### config.mk
export PLATFORM = sky130hd
export DESIGN_NAME = ysyx_040750_pipe_stage_buf
export DESIGN_NICKNAME = d
export VERILOG_FILES = /design/src/rtl/ysyx_040750_pipe_stage_buf.sv
export SDC_FILE = /design/constraint.sdc
export NUM_CORES = 1
export LEC_CHECK = 0
export CAP_MARGIN = 10
export CELL_PAD_IN_SITES_DETAIL_PLACEMENT = 0
export CELL_PAD_IN_SITES_GLOBAL_PLACEMENT = 1
export CORE_UTILIZATION = 43
export CTS_CLUSTER_DIAMETER = 80
export DETAILED_ROUTE_END_ITERATION = 10
export PLACE_DENSITY_LB_ADDON = 0.1
export SLEW_MARGIN = 20
export SYNTH_ARGS = -nofsm -noshare
export SYNTH_HDL_FRONTEND = slang
export SYNTH_SLANG_ARGS = --single-unit
### constraint.sdc
create_clock -name I_sys_clk -period 2.57 [get_ports I_sys_clk]
set_clock_uncertainty 0.2 [all_clocks]
set_input_delay 0.6425 -clock I_sys_clk [delete_from_list [all_inputs] [get_ports I_sys_clk]]
set_output_delay 0.6425 -clock I_sys_clk [all_outputs]
set_load 0.005 [all_outputs]
### src/rtl/ysyx_040750_pipe_stage_buf.sv
// Elastic pipeline stage buffer: a small circular FIFO with exec-done gating on the head,
// a multicycle tag per entry, and a registered pulse when a tagged entry becomes head.
module ysyx_040750_pipe_stage_buf #(
    parameter  int DATA_W = 64,
    parameter  int DEPTH  = 2,
    localparam int CNT_W  = $clog2(DEPTH + 1),
    localparam int PTR_W  = (DEPTH > 1) ? $clog2(DEPTH) : 1
) (
    input  logic              I_sys_clk,
    input  logic              I_rst_n,
    input  logic              I_in_valid,
    output logic              O_in_allowin,
    input  logic [DATA_W-1:0] I_in_data,
    input  logic              I_exec_done,
    input  logic              I_multicycle,
    output logic              O_out_valid,
    input  logic              I_out_allowout,
    output logic [DATA_W-1:0] O_out_data,
    output logic              O_head_start,
    input  logic              I_flush,
    output logic [CNT_W-1:0]  O_count
);

    localparam logic [PTR_W-1:0] LAST_PTR = PTR_W'(DEPTH - 1);
    localparam logic [CNT_W-1:0] FULL_CNT = CNT_W'(DEPTH);
    localparam logic [CNT_W-1:0] ONE_CNT  = CNT_W'(1);

    logic [DATA_W-1:0] mem_q [DEPTH];
    logic [DATA_W-1:0] mem_d [DEPTH];
    logic              tag_q [DEPTH];
    logic              tag_d [DEPTH];
    logic [DEPTH-1:0]  wr_en;

    logic [PTR_W-1:0]  rd_ptr_q, rd_ptr_d;
    logic [PTR_W-1:0]  wr_ptr_q, wr_ptr_d;
    logic [PTR_W-1:0]  disp_ptr_q, disp_ptr_d;
    logic [CNT_W-1:0]  count_q, count_d;
    logic              head_start_q, head_start_d;
    logic              push, pop;

    function automatic logic [PTR_W-1:0] ptr_inc(input logic [PTR_W-1:0] p);
        return (p == LAST_PTR) ? '0 : p + 1'b1;
    endfunction

    assign O_out_valid  = (count_q != '0) && I_exec_done;
    assign pop          = O_out_valid && I_out_allowout && !I_flush;
    // When full, a same-cycle pop frees the slot the push will land in.
    assign O_in_allowin = (count_q != FULL_CNT) || pop;
    assign push         = I_in_valid && O_in_allowin && !I_flush;

    always_comb begin
        count_d      = count_q;
        rd_ptr_d     = rd_ptr_q;
        wr_ptr_d     = wr_ptr_q;
        head_start_d = 1'b0;
        if (I_flush) begin
            count_d  = '0;
            rd_ptr_d = '0;
            wr_ptr_d = '0;
        end else begin
            if (push) wr_ptr_d = ptr_inc(wr_ptr_q);
            if (pop)  rd_ptr_d = ptr_inc(rd_ptr_q);
            if (push && !pop)      count_d = count_q + 1'b1;
            else if (pop && !push) count_d = count_q - 1'b1;
            // New head is either the incoming entry (stage empty after this edge's pop)
            // or the second-oldest held entry.
            if (push && ((count_q == '0) || ((count_q == ONE_CNT) && pop)))
                head_start_d = I_multicycle;
            else if (pop && (count_q > ONE_CNT))
                head_start_d = tag_q[ptr_inc(rd_ptr_q)];
        end
        // Output slot freezes while empty so the last payload stays visible.
        disp_ptr_d = (count_d != '0) ? rd_ptr_d : disp_ptr_q;
    end

    always_ff @(posedge I_sys_clk or negedge I_rst_n) begin
        if (!I_rst_n) begin
            count_q      <= '0;
            rd_ptr_q     <= '0;
            wr_ptr_q     <= '0;
            disp_ptr_q   <= '0;
            head_start_q <= 1'b0;
        end else begin
            count_q      <= count_d;
            rd_ptr_q     <= rd_ptr_d;
            wr_ptr_q     <= wr_ptr_d;
            disp_ptr_q   <= disp_ptr_d;
            head_start_q <= head_start_d;
        end
    end

    generate
        for (genvar gi = 0; gi < DEPTH; gi++) begin : g_entry
            assign wr_en[gi] = push && (wr_ptr_q == PTR_W'(gi));
            assign mem_d[gi] = wr_en[gi] ? I_in_data : mem_q[gi];
            assign tag_d[gi] = wr_en[gi] ? I_multicycle : tag_q[gi];

            always_ff @(posedge I_sys_clk or negedge I_rst_n) begin
                if (!I_rst_n) begin
                    mem_q[gi] <= '0;
                    tag_q[gi] <= 1'b0;
                end else begin
                    mem_q[gi] <= mem_d[gi];
                    tag_q[gi] <= tag_d[gi];
                end
            end
        end
    endgenerate

    assign O_out_data   = mem_q[disp_ptr_q];
    assign O_head_start = head_start_q;
    assign O_count      = count_q;

endmodule

Word-level counts from Yosys, hierarchy flattened. Index checks and enable logic that the tools add are counted.

$add $sub $neg: 4. Multipliers: 0. Div/mod/pow operators: 0. Magnitude comparators: 3. Eq/ne operators: 2. Shift-type cells: 0. Muxes and demuxes: 18. Bitwise gates (word level): 3. Reductions and logical operators: 21.

Operators by type and width (number): $mux 64 (3); $logic_and 1x1->1 (12); $mux 1 (12); $mux 2 (3); $reduce_bool 2->1 (3); $ge 2x2->1 const B (2); $not 1->2 (2); $logic_not 1->1 (3); $add 1x1->1 const B (2); $add 2x1->2 const B (1); $eq 2x1->1 const B (1); $gt 2x1->1 const B (1); $logic_not 2->1 (1); $logic_or 1x1->1 (2); $ne 2x2->1 const B (1); $sub 2x1->2 const B (1); $not 1->1 (1).

Bits in registers: 136. Latch bits: 0. RAM bits: 0. Memory bits (read-only): 0. Bits of input ports: 71. Output and inout port bits: 69. Word-level logic and storage cells: 60. Memories: 0.

Longest topological paths before layout.
Depth after elaboration: 13. Depth in mapped cells: 8. Mapped depth without buffers: 6.

Worst setup path after synthesis. OpenSTA, ideal clock, no wires.

Path kind: register -> register. From: register count_q[0] (netlist: O_count[0]). To: register mem_q[100] (netlist name). Library setup time: 0.125 ns. Arrival time: 1.868 ns. Required time: 2.245 ns. Setup slack: 0.377 ns. Stages on the path, launching flop included: 9. Path buffers: 2. Clock period less this slack: 2.193 ns. Cells stage by stage: dfrtp_1 > inv_1 > ha_1 > nand3b_4 > a21oi_2 > and2b_4 > buf_12 > buf_12 > mux2_4.

Cells in the longest elaborated chain, start to end: 8. Elaborated cells on any way between the ends: 9. Classes of those cells: 1 x eq/ne; 8 x reduce/logical.

Ends and longest elaborated chain: from (decl) (RTL line 37) `logic [CNT_W-1:0] count_q, count_d;`; from (signal assigned) (RTL line 84) `count_q <= count_d;`; $reduce_bool 2->1 (RTL line 45) `assign O_out_valid = (count_q != '0) && I_exec_done;`; $logic_and 1x1->1 (RTL line 45); $logic_and 1x1->1 (2 in a row) (RTL line 46) `assign pop = O_out_valid && I_out_allowout && !I_flush;`; $logic_or 1x1->1 * (RTL line 48) `assign O_in_allowin = (count_q != FULL_CNT) || pop;`; $logic_and 1x1->1 * (2 in a row) (RTL line 49) `assign push = I_in_valid && O_in_allowin && !I_flush;`; $logic_and 1x1->1 * (RTL line 94) `assign wr_en[gi] = push && (wr_ptr_q == PTR_W'(gi));`; to (signal, indexed assignment) (RTL line 103) `mem_q[gi] <= mem_d[gi];`; to (decl) (RTL line 28) `logic [DATA_W-1:0] mem_q [DEPTH];`.

Every way passes the cells marked *; elsewhere a longest branch is shown, timed or not. A chain may end at the register's enable or synchronous reset.

Worst setup path after layout.
From: register disp_ptr_q. To: output O_out_data[29].

Cells in the longest elaborated chain, start to end: 4.

Ends and longest elaborated chain: from (decl) (RTL line 36) `logic [PTR_W-1:0] disp_ptr_q, disp_ptr_d;`; from (signal assigned) (RTL line 87) `disp_ptr_q <= disp_ptr_d;`; $not 1->2 (implied by the code) (RTL line 110) `assign O_out_data = mem_q[disp_ptr_q];`; $mux 64 (implied by the code) (3 in a row) (RTL line 110); to (decl) (RTL line 18) `output logic [DATA_W-1:0] O_out_data,`.

No other way between the ends. The select of a mux whose other input is x is not followed.

==> reports/summary.txt <==
H-tree depth -> 4
Hpwl dp -> 8950 um
Tmin final -> 2.668 ns
DRC errors left -> 8
Relative slew slack -> 0.7318
Switching power -> 2695 uW
RSZ-0062 raised after global routing -> yes
Final Setup Violations -> 5
Worst skew pair latency -> 0.40 ns
Mapped Nets -> 466
Synth cell types -> 35
LEAKAGE -> 0.004145 uW
Max Clock Freq -> 374.9 MHz
Clock power share -> 0.245
Fin. max-slew vios -> 0
Final Power -> 10240 uW
Antenna Nets Post-Route -> 0
Fin crit share -> 1.038
First-pass GRT wire length -> 22580 um
Status -> finished with violations
Worst Tran Pin Value -> 0.4023 ns
Via-to-Cell Ratio -> 4.990
Pwr dens -> 1141 mW/mm^2
Hold_buf cts -> 0
Avg Inst Size Synth -> 16.76 um^2
Fillers -> 1128
Worst path max stage delay -> 0.47 ns
Die X -> 125.6 um
Comb power frac -> 0.414
Worst Setup Start Kind -> flip-flop
Overflow after GRT -> 0
Crit-path slowest cell -> dfrtp_2
Die ar. -> 0.01577 mm^2
CP Class -> reg -> out
Max Cap Violations -> 0
Synthesis-to-layout area growth -> 36.61%
Max Root-Sink Buffers -> 2
Share of layout cells above drive strength 1 -> 0.4735
CTS clk-pin slew, worst paths -> 0.06 ns
Failing checks -> DRC, setup timing
WP data required -> 1.73 ns
Vias -> 3837
Vias in the first global route -> 4281
Final #Nets -> 647
WP buf/inv -> 5
Avg WL per Cell -> 17.91 um
Antenna Cells -> 0
Worst hold path class -> in -> async
Num CTS Buffers -> 17
Fin Hold WS -> 0.04586 ns
Sw Ratio -> 0.2631
GRT Total Usage -> 0.1856
Cell family with most CP delay -> buffers and inverters
Initial DRC count -> 118
Routability cong. -> 0.7677
Initial antenna violation count -> 0
Worst Setup End Kind -> primary output
Pint -> 7546 uW
Worst IR Drop VDD -> 0.0005571 V
Root buffer cell -> clkbuf_16
CTS tree -> yes
Die Span Y -> 125.6 um
Port Buf Inserts -> 139
Syn Std Cell Area -> 0.006569 mm^2
Initial Util -> 0.4469
I/O pin count -> 140
CP arrival -> 1.83 ns
Crit-path cells -> buf_4 -> buf_8 -> buf_4 -> buf_4 -> mux2_2 -> dlymetal6s2s_1
CP Max Fanout -> 7
Hold Vio Cnt, Final -> 0
Largest net degree at the start of global routing -> 75
Flops & latches, synth -> 136
Cell row count -> 44
Post-Syn Instances -> 392
TritonCTS Sinks -> 136
Final wirelength -> 13770 um
Core Region -> 0.01470 mm^2
Seq pwr share -> 0.341
Sequential share of the synthesized area -> 0.5181
1st-pass router iterations -> 7
Fin util -> 0.6105
Final WS setup -> -0.09766 ns
Synthesis Warnings -> 0
CP most frequent cell -> buf_4
==> flip-flops by register name (all words and copies together) (netlist names) <==
signal,count
disp_ptr_q,1
tag_q,2
O_head_start,1
O_count,2
mem_q,128
rd_ptr_q,1
wr_ptr_q,1
==> cells in the final DEF (no fill, tap or decap), types with 3 or more instances in the layout <==
cell type and n:
buf_12 15, buf_2 3, buf_4 26, buf_6 5, clkbuf_16 18, clkbuf_2 23, clkbuf_8 8, clkdlybuf4s15_1 8
clkdlybuf4s15_2 5, clkdlybuf4s50_1 71, dfrtp_1 135, dlygate4sd2_1 18, dlymetal6s2s_1 8, ha_1 3, mux2_1 34, mux2_2 56
mux2_4 106, nor2_1 6
==> power groups by stage <==
| stage | clock (uW) | sequential [uW] | combinational (uW) |
|---|---|---|---|
| 2_1_floorplan | 0 | 3340 | 2440 |
| 3_3_place_gp | 0 | 3470 | 4180 |
| 3_5_place_dp | 0 | 3510 | 4230 |
| 4_1_cts | 2570 | 3490 | 4190 |
| 5_1_grt | 2680 | 3610 | 4560 |
| 6_report | 2510 | 3490 | 4240 |
==> path summary, 6_finish.rpt <==
kind / from / end / slack [ns] / cells after the start
max reg2reg: O_count[1] / mem_q[73] / 0.23 / 8
min reg2reg: mem_q[62] / mem_q[62] / 0.28 / 1
min: I_rst_n / mem_q[15] / 0.05 / 2
min in group I_sys_clk: mem_q[62] / mem_q[62] / 0.28 / 1
max in group asynchronous: I_rst_n / disp_ptr_q / 1.75 / 2
max: disp_ptr_q / O_out_data[29] / -0.1 / 6
==> what timing repair did <==
item	4_1_cts	5_1_grt
hold endpoints to repair	0	0
endpoints found under the setup margin	66	51
gates resized for setup	93	77
buffers inserted	9	13
gates cloned	2	1
==> cells by family (layout without fill, tap and decap cells) <==
group / after synthesis / after routing / share of synthesized area
flops: 136 / 136 / 0.5181
buf+inv: 24 / 217 / 0.04571
mux: 196 / 196 / 0.3937
fa+ha+maj: 3 / 3 / 0.005715
xor+xnor: 2 / 2 / 0.002667
simple gates: 20 / 20 / 0.02153
compound gates: 11 / 11 / 0.01257
==> metal layers <==
layer / track usage / wire (um)
met5: 0 / 0
met4: 0.06026 / 157
met1: 0.2393 / 6244
met2: 0.2915 / 6430
met3: 0.06504 / 939
==> layout make-up <==
type | count | area (um^2) | area share
clock buffers | 25 | 535.5 | 0.05968
clock inverters | 6 | 85.08 | 0.009481
inverters | 2 | 7.507 | 0.0008366
multi-input cells | 232 | 2884 | 0.3214
flip-flops and latches | 136 | 3405 | 0.3794
well taps | 184 | 230.2 | 0.02566
repair buffers | 184 | 1827 | 0.2036
==> cell usage after synthesis <==
master    instances  area (um^2)
a211oi_1          1        7.510
inv_1             2        7.510
and2b_1           1        7.510
nand4b_1          1        8.760
buf_2             6        30.03
and4bb_1          1        12.51
buf_4             2        15.01
dfrtp_1         136         3403
xnor2_1           1        8.760
nor3_1            1        5.000
nand2_1           2        7.510
xor2_1            1        8.760
mux2_4          101         1516
a21boi_1          1        7.510
nand3b_4          1        20.02
nand2b_1          1        6.260
and2_4            1        8.760
clkbuf_1          2        7.510
o32a_1            1        10.01
o211a_1           1        10.01
a21oi_2           1        8.760
buf_12           12        240.2
and2b_4           1        10.01
a221oi_1          1        8.760
nor2b_1           1        6.260
nand3b_1          1        7.510
mux2_1           35        394.1
mux2_2           60        675.7
and3b_1           1        8.760
ha_1              3        37.54
a311o_1           1        10.01
o21ai_1           2        10.01
a21oi_1           2        10.01
and4b_1           1        10.01
nor2_1            6        22.52
==> stage by stage <==
stage,instances,worst slack [ns],instance area (um^2),setup TNS (ns)
2_1_floorplan,392,0.3771,6569,0
3_3_place_gp,717,-0.1929,8214,-19.61
3_5_place_dp,717,-0.2310,8214,-23.34
4_1_cts,759,-0.1748,8927,-5.452
5_1_grt,769,-0.1622,8974,-1.079
6_report,769,-0.09766,8974,-0.1785
Note: power is estimated with default switching activity, not from simulation.
